[src/rtl/data_sram_ctrl.sv]
// Data-side SRAM-like bus sequencer for the MEM stage: one load/store at a time, stalls until done.
// Optional bus watchdog is built in when DCTRL_TIMEOUT_EN is defined (adds the timeout_o port).
module data_sram_ctrl #(
    parameter int TIMEOUT_CYCLES = 255
) (
    input  logic        clk,
    input  logic        rst,
    input  logic        flush,
    input  logic        pipe_stall_i,
    input  logic        req_valid,
    input  logic        req_we,
    input  logic [1:0]  req_size,
    input  logic [31:0] req_addr,
    input  logic [31:0] req_wdata,
    input  logic [3:0]  req_wstrb,
    output logic        stallreq_o,
    output logic [31:0] rdata_o,
    output logic        rdata_valid_o,
    output logic        data_req,
    output logic        data_wr,
    output logic [1:0]  data_size,
    output logic [31:0] data_addr,
    output logic [31:0] data_wdata,
    output logic [3:0]  data_wstrb,
    input  logic        data_addr_ok,
    input  logic        data_data_ok,
    input  logic [31:0] data_rdata
`ifdef DCTRL_TIMEOUT_EN
    ,
    output logic        timeout_o
`endif
);

    // state | meaning: IDLE no access | REQ address phase | WAIT data phase | DONE result held | DRAIN discard orphan data_ok
    typedef enum logic [2:0] {
        S_IDLE,
        S_REQ,
        S_WAIT,
        S_DONE,
        S_DRAIN
    } state_e;

    state_e      state_q;
    logic        we_q;
    logic [1:0]  size_q;
    logic [31:0] addr_q;
    logic [31:0] wdata_q;
    logic [3:0]  wstrb_q;
    logic [31:0] rdata_q;
    logic        rdata_valid_q;
    logic        req_q;
    logic        tmo_fire;

    if (TIMEOUT_CYCLES < 1) begin : g_bad_timeout
        $error("TIMEOUT_CYCLES must be at least 1");
    end

`ifdef DCTRL_TIMEOUT_EN
    localparam int CNT_W = ($clog2(TIMEOUT_CYCLES) > 8) ? $clog2(TIMEOUT_CYCLES) : 8;

    logic [CNT_W-1:0] tmo_cnt_q;
    logic             timeout_q;
    logic             tmo_hit;

    assign tmo_hit  = (tmo_cnt_q == '0);
    // Fires only when no normal transition (flush or handshake) claims the cycle.
    assign tmo_fire = tmo_hit &&
                      ((state_q == S_REQ   && !flush && !data_addr_ok) ||
                       (state_q == S_WAIT  && !flush && !data_data_ok) ||
                       (state_q == S_DRAIN && !data_data_ok));
    assign timeout_o = timeout_q;
`else
    assign tmo_fire = 1'b0;
`endif

    always_ff @(posedge clk) begin
        if (rst) begin
            state_q       <= S_IDLE;
            we_q          <= 1'b0;
            size_q        <= '0;
            addr_q        <= '0;
            wdata_q       <= '0;
            wstrb_q       <= '0;
            rdata_q       <= '0;
            rdata_valid_q <= 1'b0;
            req_q         <= 1'b0;
`ifdef DCTRL_TIMEOUT_EN
            tmo_cnt_q     <= '0;
            timeout_q     <= 1'b0;
`endif
        end else begin
`ifdef DCTRL_TIMEOUT_EN
            timeout_q <= tmo_fire;
            if ((state_q inside {S_REQ, S_WAIT, S_DRAIN}) && !tmo_hit) begin
                tmo_cnt_q <= tmo_cnt_q - CNT_W'(1);
            end
`endif
            case (state_q)
                S_IDLE: begin
                    rdata_valid_q <= 1'b0;
                    if (req_valid && !flush) begin
                        we_q    <= req_we;
                        size_q  <= req_size;
                        addr_q  <= req_addr;
                        wdata_q <= req_wdata;
                        wstrb_q <= req_wstrb;
                        req_q   <= 1'b1;
                        state_q <= S_REQ;
`ifdef DCTRL_TIMEOUT_EN
                        tmo_cnt_q <= CNT_W'(TIMEOUT_CYCLES - 1);
`endif
                    end
                end
                S_REQ: begin
                    if (flush) begin
                        req_q   <= 1'b0;
                        state_q <= data_addr_ok ? S_DRAIN : S_IDLE;
                    end else if (data_addr_ok) begin
                        req_q   <= 1'b0;
                        state_q <= S_WAIT;
                    end else if (tmo_fire) begin
                        req_q         <= 1'b0;
                        rdata_q       <= '0;
                        rdata_valid_q <= !we_q;
                        state_q       <= S_DONE;
                    end
                end
                S_WAIT: begin
                    if (flush) begin
                        state_q <= data_data_ok ? S_IDLE : S_DRAIN;
                    end else if (data_data_ok) begin
                        if (!we_q) begin
                            rdata_q <= data_rdata;
                        end
                        rdata_valid_q <= !we_q;
                        state_q       <= S_DONE;
                    end else if (tmo_fire) begin
                        rdata_q       <= '0;
                        rdata_valid_q <= !we_q;
                        state_q       <= S_DONE;
                    end
                end
                S_DONE: begin
                    if (flush || !pipe_stall_i) begin
                        rdata_valid_q <= 1'b0;
                        state_q       <= S_IDLE;
                    end
                end
                S_DRAIN: begin
                    if (data_data_ok || tmo_fire) begin
                        state_q <= S_IDLE;
                    end
                end
                default: begin
                    req_q   <= 1'b0;
                    state_q <= S_IDLE;
                end
            endcase
        end
    end

    assign stallreq_o = (state_q == S_IDLE && req_valid && !flush) ||
                        (state_q == S_REQ) ||
                        (state_q == S_WAIT) ||
                        (state_q == S_DRAIN && req_valid);

    assign rdata_o       = rdata_q;
    assign rdata_valid_o = rdata_valid_q;
    assign data_req      = req_q;
    assign data_wr       = we_q;
    assign data_size     = size_q;
    assign data_addr     = addr_q;
    assign data_wdata    = wdata_q;
    assign data_wstrb    = wstrb_q;

endmodule

[config.mk]
export PLATFORM = sky130hd
export DESIGN_NAME = data_sram_ctrl
export DESIGN_NICKNAME = d
export VERILOG_FILES = /design/src/rtl/data_sram_ctrl.sv
export SDC_FILE = /design/constraint.sdc
export NUM_CORES = 1
export LEC_CHECK = 0
export ABC_AREA = 1
export CORE_MARGIN = 5
export CORE_UTILIZATION = 29
export CTS_CLUSTER_DIAMETER = 120
export CTS_CLUSTER_SIZE = 8
export DETAILED_ROUTE_END_ITERATION = 7
export PLACE_DENSITY_LB_ADDON = 0.15
export SYNTH_ARGS = -nofsm -noshare
export SYNTH_HDL_FRONTEND = slang
export SYNTH_SLANG_ARGS = --single-unit
export TNS_END_PERCENT = 1
[constraint.sdc]
create_clock -name clk -period 1.71 [get_ports clk]
set_clock_uncertainty 0.15 [all_clocks]
set_input_delay 0.2565 -clock clk [delete_from_list [all_inputs] [get_ports clk]]
set_output_delay 0.2565 -clock clk [all_outputs]
set_load 0.005 [all_outputs]
==> results of run 1 <==
## state kept, by name, indices dropped and copies added (netlist names)
register       count
data_size          2
data_wr            1
rdata_valid_o      1
data_req           1
data_addr         32
data_wdata        32
rdata_o           32
data_wstrb         4
state_q            3
## area by class of cell
| type | instances | share of cell area |
|---|---|---|
| clock buffers | 9 | 0.0325 |
| inverters | 43 | 0.0240 |
| repair buffers | 239 | 0.350 |
| clock inverters | 7 | 0.0211 |
| flip-flops and latches | 108 | 0.313 |
| well taps | 180 | 0.0325 |
| multi-input cells | 330 | 0.227 |
## worst reg2reg max path, cell delays in order (launching register included)
cell and delay, ns:
dfxtp_2 0.34, buf_6 0.12, nor2_4 0.11, nand2_4 0.08, nor2_8 0.12, inv_6 0.03
buf_4 0.17, buf_12 0.19, nor2_1 0.15, nor2_1 0.06
## cell usage after synthesis
cell type | n | area (sq um)
inv_2 | 3 | 11.3
o211ai_1 | 1 | 7.51
nor2_4 | 2 | 22.5
a21oi_2 | 2 | 17.5
o21ai_0 | 44 | 220
inv_6 | 1 | 8.76
o21ai_1 | 59 | 295
nand2_4 | 1 | 11.3
nor2_1 | 138 | 518
nand2_1 | 13 | 48.8
a21oi_1 | 33 | 165
nor2_2 | 18 | 113
nand3_1 | 12 | 60.1
nand3_4 | 1 | 17.5
nand4_1 | 1 | 6.26
clkbuf_1 | 11 | 41.3
o21ai_2 | 1 | 8.76
a31oi_1 | 1 | 6.26
buf_6 | 17 | 191
buf_2 | 1 | 5.00
nor2_8 | 1 | 20.0
inv_1 | 39 | 146
buf_8 | 3 | 45.0
nand2_2 | 2 | 12.5
dfxtp_1 | 108 | 2160
## power by group through the flow
stage,clock (uW),combinational [uW],sequential (uW)
finish,2550,2600,3150
global route,2760,2880,3200
CTS,2670,2640,3150
detailed placement,0,2510,3190
global placement,0,2490,3180
floorplan,0,1120,3240
## path summary, 6_finish.rpt
| check | start | end | depth (start not counted) |
|---|---|---|---|
| hold / removal | rdata_o[8] | rdata_o[8] | 2 |
| setup reg to reg | state_q[1] | data_addr[31] | 9 |
| hold reg to reg | rdata_o[8] | rdata_o[8] | 2 |
| setup / recovery | state_q[1] | stallreq_o | 7 |
## routing by layer
metal  track usage  vias up  part of all wire
met2         0.236      159              0.45
met1         0.176     1814              0.41
li1              -     2084                 -
met4        0.0630        0             0.024
met3        0.0745       19              0.11
met5             0        -                 0
## timing repair
| item | 4_1_cts | 5_1_grt |
|---|---|---|
| gates cloned | 1 | 0 |
| resized for setup | 15 | 4 |
| buffers inserted | 1 | 0 |
| setup endpoints to repair | 56 | 13 |
| pin swaps | 3 | 2 |
| hold buffers | 0 | 0 |
## through the flow
step                std cells   util  setup slack, ns  instance area, sq um
detailed placement        898  0.464           -0.310                  6480
CTS                       916  0.495          -0.0573                  6930
global route              916  0.496          -0.0823                  6930
floorplan                 513      -            0.199                  4160
global placement          898  0.464           -0.285                  6480
finish                    916  0.496          0.00822                  6930
## layout by cell type, fill, tap and decap left out, types with 4 or more instances in the layout
| cell | instances |
|---|---|
| inv_1 | 37 |
| a21oi_1 | 33 |
| dfxtp_2 | 4 |
| buf_12 | 4 |
| bufinv_16 | 4 |
| o21ai_1 | 59 |
| nand2_2 | 4 |
| clkbuf_16 | 9 |
| nor2_1 | 137 |
| inv_2 | 5 |
| nor2_2 | 19 |
| dfxtp_1 | 104 |
| nand2_1 | 11 |
| o21ai_0 | 44 |
| nand3_1 | 12 |
| clkdlybuf4s50_1 | 214 |
| buf_4 | 16 |
## kinds of logic (layout without fill, tap and decap cells)
group           after synthesis  after routing  share of synthesized area
compound gates              141            141                      0.173
buf+inv                      75            298                      0.108
simple gates                189            189                      0.199
flops                       108            108                      0.520
==> flow_metrics.env, run 1 <==
export IMPL_status="complete, no violations"
export IMPL_io_pins=216
export IMPL_insertedDiodeCount=0
export IMPL_dr_pass1_iters=4
export IMPL_rsz0062_at_grt="true"
export IMPL_fillers=1328
export IMPL_cp_max_fo=3
export IMPL_via_count=4076
export IMPL_tightest_slew_ns=0.257
export IMPL_cts_num_sinks=108
export IMPL_yosysWarnings=0
export IMPL_area_growth_pct=66.6
export IMPL_die_h_um=130
export IMPL_ys_seq_area_frac=0.520
export IMPL_syn_num_nets=623
export IMPL_fin_nets=841
export IMPL_finalWirelength_mm=13.0
export IMPL_multi_input_comb_area_sq_um=1570
export IMPL_start_kind="flop"
export IMPL_grt_total_usage=0.151
export IMPL_power_density_nw_per_um2=1200
export IMPL_drive_above_1_share=0.113
export IMPL_sequentialPowerShare=0.379
export IMPL_crit_chain="buf_6, nor2_4, nand2_4, nor2_8, inv_6, nand2_2, buf_2"
export IMPL_grt_first_pass_wirelength_mm=20.1
export IMPL_totalNegativeSetupSlack_ns=0
export IMPL_grt_pass1_vias=4089
export IMPL_hold_slack_ns=0.292
export IMPL_yosys_register_bits=108
export IMPL_grt_start_max_net_pins=66
export IMPL_grt_overflow=0
export IMPL_p_sw_uw=2350
export IMPL_max_clock_path_buffers=2
export IMPL_clock_root_buffer="clkbuf_16"
export IMPL_clockPowerShare=0.307
export IMPL_die_w_um=130
export IMPL_p_int_uw=5960
export IMPL_htree_levels=3
export IMPL_cp_end_kind="output port"
export IMPL_path_buf_inv=3
export IMPL_layout_min_cycle_time_ns=1.70
export IMPL_regArea_sq_um=2170
export IMPL_rows=43
export IMPL_fmax_mhz=588
export IMPL_dieArea_sq_um=16800
export IMPL_cp_top_family="simple AND/OR/NAND/NOR gates"
export IMPL_cp_required_ns=1.30
export IMPL_cts_tree="built"
export IMPL_synth_area_sq_um=4160
export IMPL_viasPerCell=4.45
export IMPL_hpwlAfterDp_mm=9.21
export IMPL_initial_core_util=0.297
export IMPL_clkLatencyLatePin_ns=0.35
export IMPL_drt_wirelength_per_cell_um=14.2
export IMPL_avgSynthCellArea_sq_um=8.11
export IMPL_fin_crit_sh=0.995
export IMPL_final_hold_viol_count=0
export IMPL_ys_types=25
export IMPL_criticalPathCategory="reg2out"
export IMPL_hold_class="reg2reg"
export IMPL_relSlewSlack=0.829
export IMPL_drv_slew=0
export IMPL_leakage_uw=0.00275
export IMPL_cts_buffers=9
export IMPL_place_gp_congestion=0.811
export IMPL_ir_drop_mv=0.710
export IMPL_antenna_left=0
export IMPL_clk_pin_slew_ns=0.07
export IMPL_drt_initial_drc_count=126
export IMPL_max_stage_delay_ns=0.34
export IMPL_regToRegSetupSlack_ns=0.08
export IMPL_coreArea_sq_um=14000
export IMPL_design_power_total_uw=8310
export IMPL_p_comb_frac=0.314
export IMPL_antenna_found_initial=0
export IMPL_postSynthCellCount=513
export IMPL_cpMaxStageDelayCell="dfxtp_2"
export IMPL_cp_arrival_ns=1.30
export IMPL_port_buffers=215
export IMPL_finalSetupViolations=0
export IMPL_switching_share=0.282
export IMPL_max_cap_violations=0
export IMPL_drc=0
Power figures use the tool's default switching activity.
==> inputs of run 2 (changes only) <==
--- a/config.mk
+++ b/config.mk
@@ -12,6 +12,7 @@
 export CTS_CLUSTER_SIZE = 8
 export DETAILED_ROUTE_END_ITERATION = 7
 export PLACE_DENSITY_LB_ADDON = 0.15
+export RECOVER_POWER = 25
 export SYNTH_ARGS = -nofsm -noshare
 export SYNTH_HDL_FRONTEND = slang
 export SYNTH_SLANG_ARGS = --single-unit
==> run 2 against run 1 <==
Global-route usage is the same. Worst hold slack hardly changed. Maximum frequency unchanged. Register-to-register slack is essentially flat. Die area stayed put. Critical path type unchanged. Sequential share of layout area is essentially flat. Design area is 0.13% lower.
==> flow_metrics.env, run 2 (synthesized netlist as in run 1, its figures left out) <==
export IMPL_status="complete, no violations"
export IMPL_design_power_total_uw=8300
export IMPL_cp_required_ns=1.30
export IMPL_via_count=4079
export IMPL_drt_wirelength_per_cell_um=14.2
export IMPL_layout_min_cycle_time_ns=1.70
export IMPL_regArea_sq_um=2170
export IMPL_drt_initial_drc_count=126
export IMPL_fin_nets=841
export IMPL_start_kind="flop"
export IMPL_ir_drop_mv=0.711
export IMPL_area_growth_pct=66.4
export IMPL_cts_num_sinks=108
export IMPL_final_common_cell="clkdlybuf4s50_1"
export IMPL_hold_class="reg2reg"
export IMPL_fillers=1328
export IMPL_htree_levels=3
export IMPL_coreArea_sq_um=14000
export IMPL_die_h_um=130
export IMPL_max_cap_violations=0
export IMPL_hold_slack_ns=0.291
export IMPL_viasPerCell=4.45
export IMPL_grt_pass1_vias=4089
export IMPL_initial_core_util=0.297
export IMPL_max_stage_delay_ns=0.34
export IMPL_finalSetupViolations=0
export IMPL_cpMaxStageDelayCell="dfxtp_2"
export IMPL_regToRegSetupSlack_ns=0.08
export IMPL_port_buffers=215
export IMPL_cts_buffers=9
export IMPL_drive_above_1_share=0.113
export IMPL_leakage_uw=0.00274
export IMPL_dr_pass1_iters=4
export IMPL_antenna_left=0
export IMPL_insertedDiodeCount=0
export IMPL_grt_first_pass_wirelength_mm=20.1
export IMPL_cp_arrival_ns=1.30
export IMPL_fin_crit_sh=0.995
export IMPL_grt_total_usage=0.151
export IMPL_max_clock_path_buffers=2
export IMPL_criticalPathCategory="reg2out"
export IMPL_place_gp_congestion=0.811
export IMPL_die_w_um=130
export IMPL_antenna_found_initial=0
export IMPL_rsz0062_at_grt="true"
export IMPL_layout_common_cells="clkdlybuf4s50_1 (214), nor2_1 (137), dfxtp_1 (104)"
export IMPL_clkLatencyLatePin_ns=0.35
export IMPL_drc=0
export IMPL_clk_pin_slew_ns=0.07
export IMPL_postLayoutCellArea_sq_um=6920
export IMPL_hpwlAfterDp_mm=9.21
export IMPL_grt_overflow=0
export IMPL_multi_input_comb_area_sq_um=1570
export IMPL_io_pins=216
export IMPL_crit_chain="buf_6, nor2_4, nand2_4, nor2_8, inv_6, nand2_2, buf_2"
export IMPL_hold_path_depth=2
export IMPL_tightest_slew_ns=0.424
export IMPL_r2r_end="data_addr[31]"
export IMPL_dp_slack_ns=-0.310
export IMPL_dieArea_sq_um=16800
export IMPL_place_area_sq_um=6480
export IMPL_fmax_mhz=588
export IMPL_drv_slew=0
export IMPL_final_hold_viol_count=0
export IMPL_rows=43
export IMPL_min_delay_start="rdata_o[8]"
export IMPL_totalNegativeSetupSlack_ns=0
export IMPL_fin_ws_ns=0.00822
export IMPL_r2r_cells=9
export IMPL_finalWirelength_mm=13.0
export IMPL_cp_max_fo=3
export IMPL_relSlewSlack=0.718
export IMPL_r2r_start="state_q[1]"
export IMPL_clock_root_buffer="clkbuf_16"
export IMPL_power_density_nw_per_um2=1200
export IMPL_cts_tree="built"
export IMPL_grt_start_max_net_pins=66
export IMPL_cp_end_kind="output port"
export IMPL_worstHoldEndpoint="rdata_o[8]"
## run 2: cell counts in the layout (fill, tap and decap cells not counted)
Identical to the previous run, type by type.
## run 2: what timing repair did
action,in CTS,in global routing
setup buffers,1,0
setup endpoints to repair,56,13
cloned,1,0
hold buffers,0,0
pin swaps,3,2
resized for setup,15,4
## run 2: worst max path at each step
stage,from,endpoint,slack (ns)
detailed placement,req_valid,data_wdata[19],-0.31
global placement,flush,stallreq_o,-0.29
global route,state_q[1],stallreq_o,-0.08
finish,state_q[1],stallreq_o,0.008
floorplan,state_q[0],stallreq_o,0.20
CTS,state_q[1],stallreq_o,-0.06
## run 2: worst max-delay path: cells and delay by family, from the launching register on
| family | cells | cell delay, ns |
|---|---|---|
| flops | 1 | 0.34 |
| simple gates | 4 | 0.36 |
| buf+inv | 3 | 0.25 |
## run 2: where the power goes
part | internal [uW] | leakage, uW | total (uW) | switching, uW
clock | 1590 | 0.000180 | 2550 | 964
sequential | 2930 | 0.000883 | 3150 | 220
combinational | 1440 | 0.00168 | 2600 | 1160
## run 2: through the flow
step | cells | utilization
3_5_place_dp | 898 | 0.464
3_3_place_gp | 898 | 0.464
6_report | 916 | 0.495
2_1_floorplan | 513 | -
4_1_cts | 916 | 0.495
5_1_grt | 916 | 0.495
## run 2: area by class of cell
class / instances / share of cell area
repair buffers: 239 / 0.350
flip-flops and latches: 108 / 0.313
multi-input cells: 330 / 0.227
clock buffers: 9 / 0.0325
well taps: 180 / 0.0325
inverters: 43 / 0.0240
clock inverters: 7 / 0.0211
## run 2: routing by layer
layer	vias to the layer above	GRT usage	wire (um)
met5	-	0	0
met4	0	0.0630	318
met3	19	0.0745	1460
met2	159	0.236	5870
met1	1817	0.176	5360
li1	2084	-	-
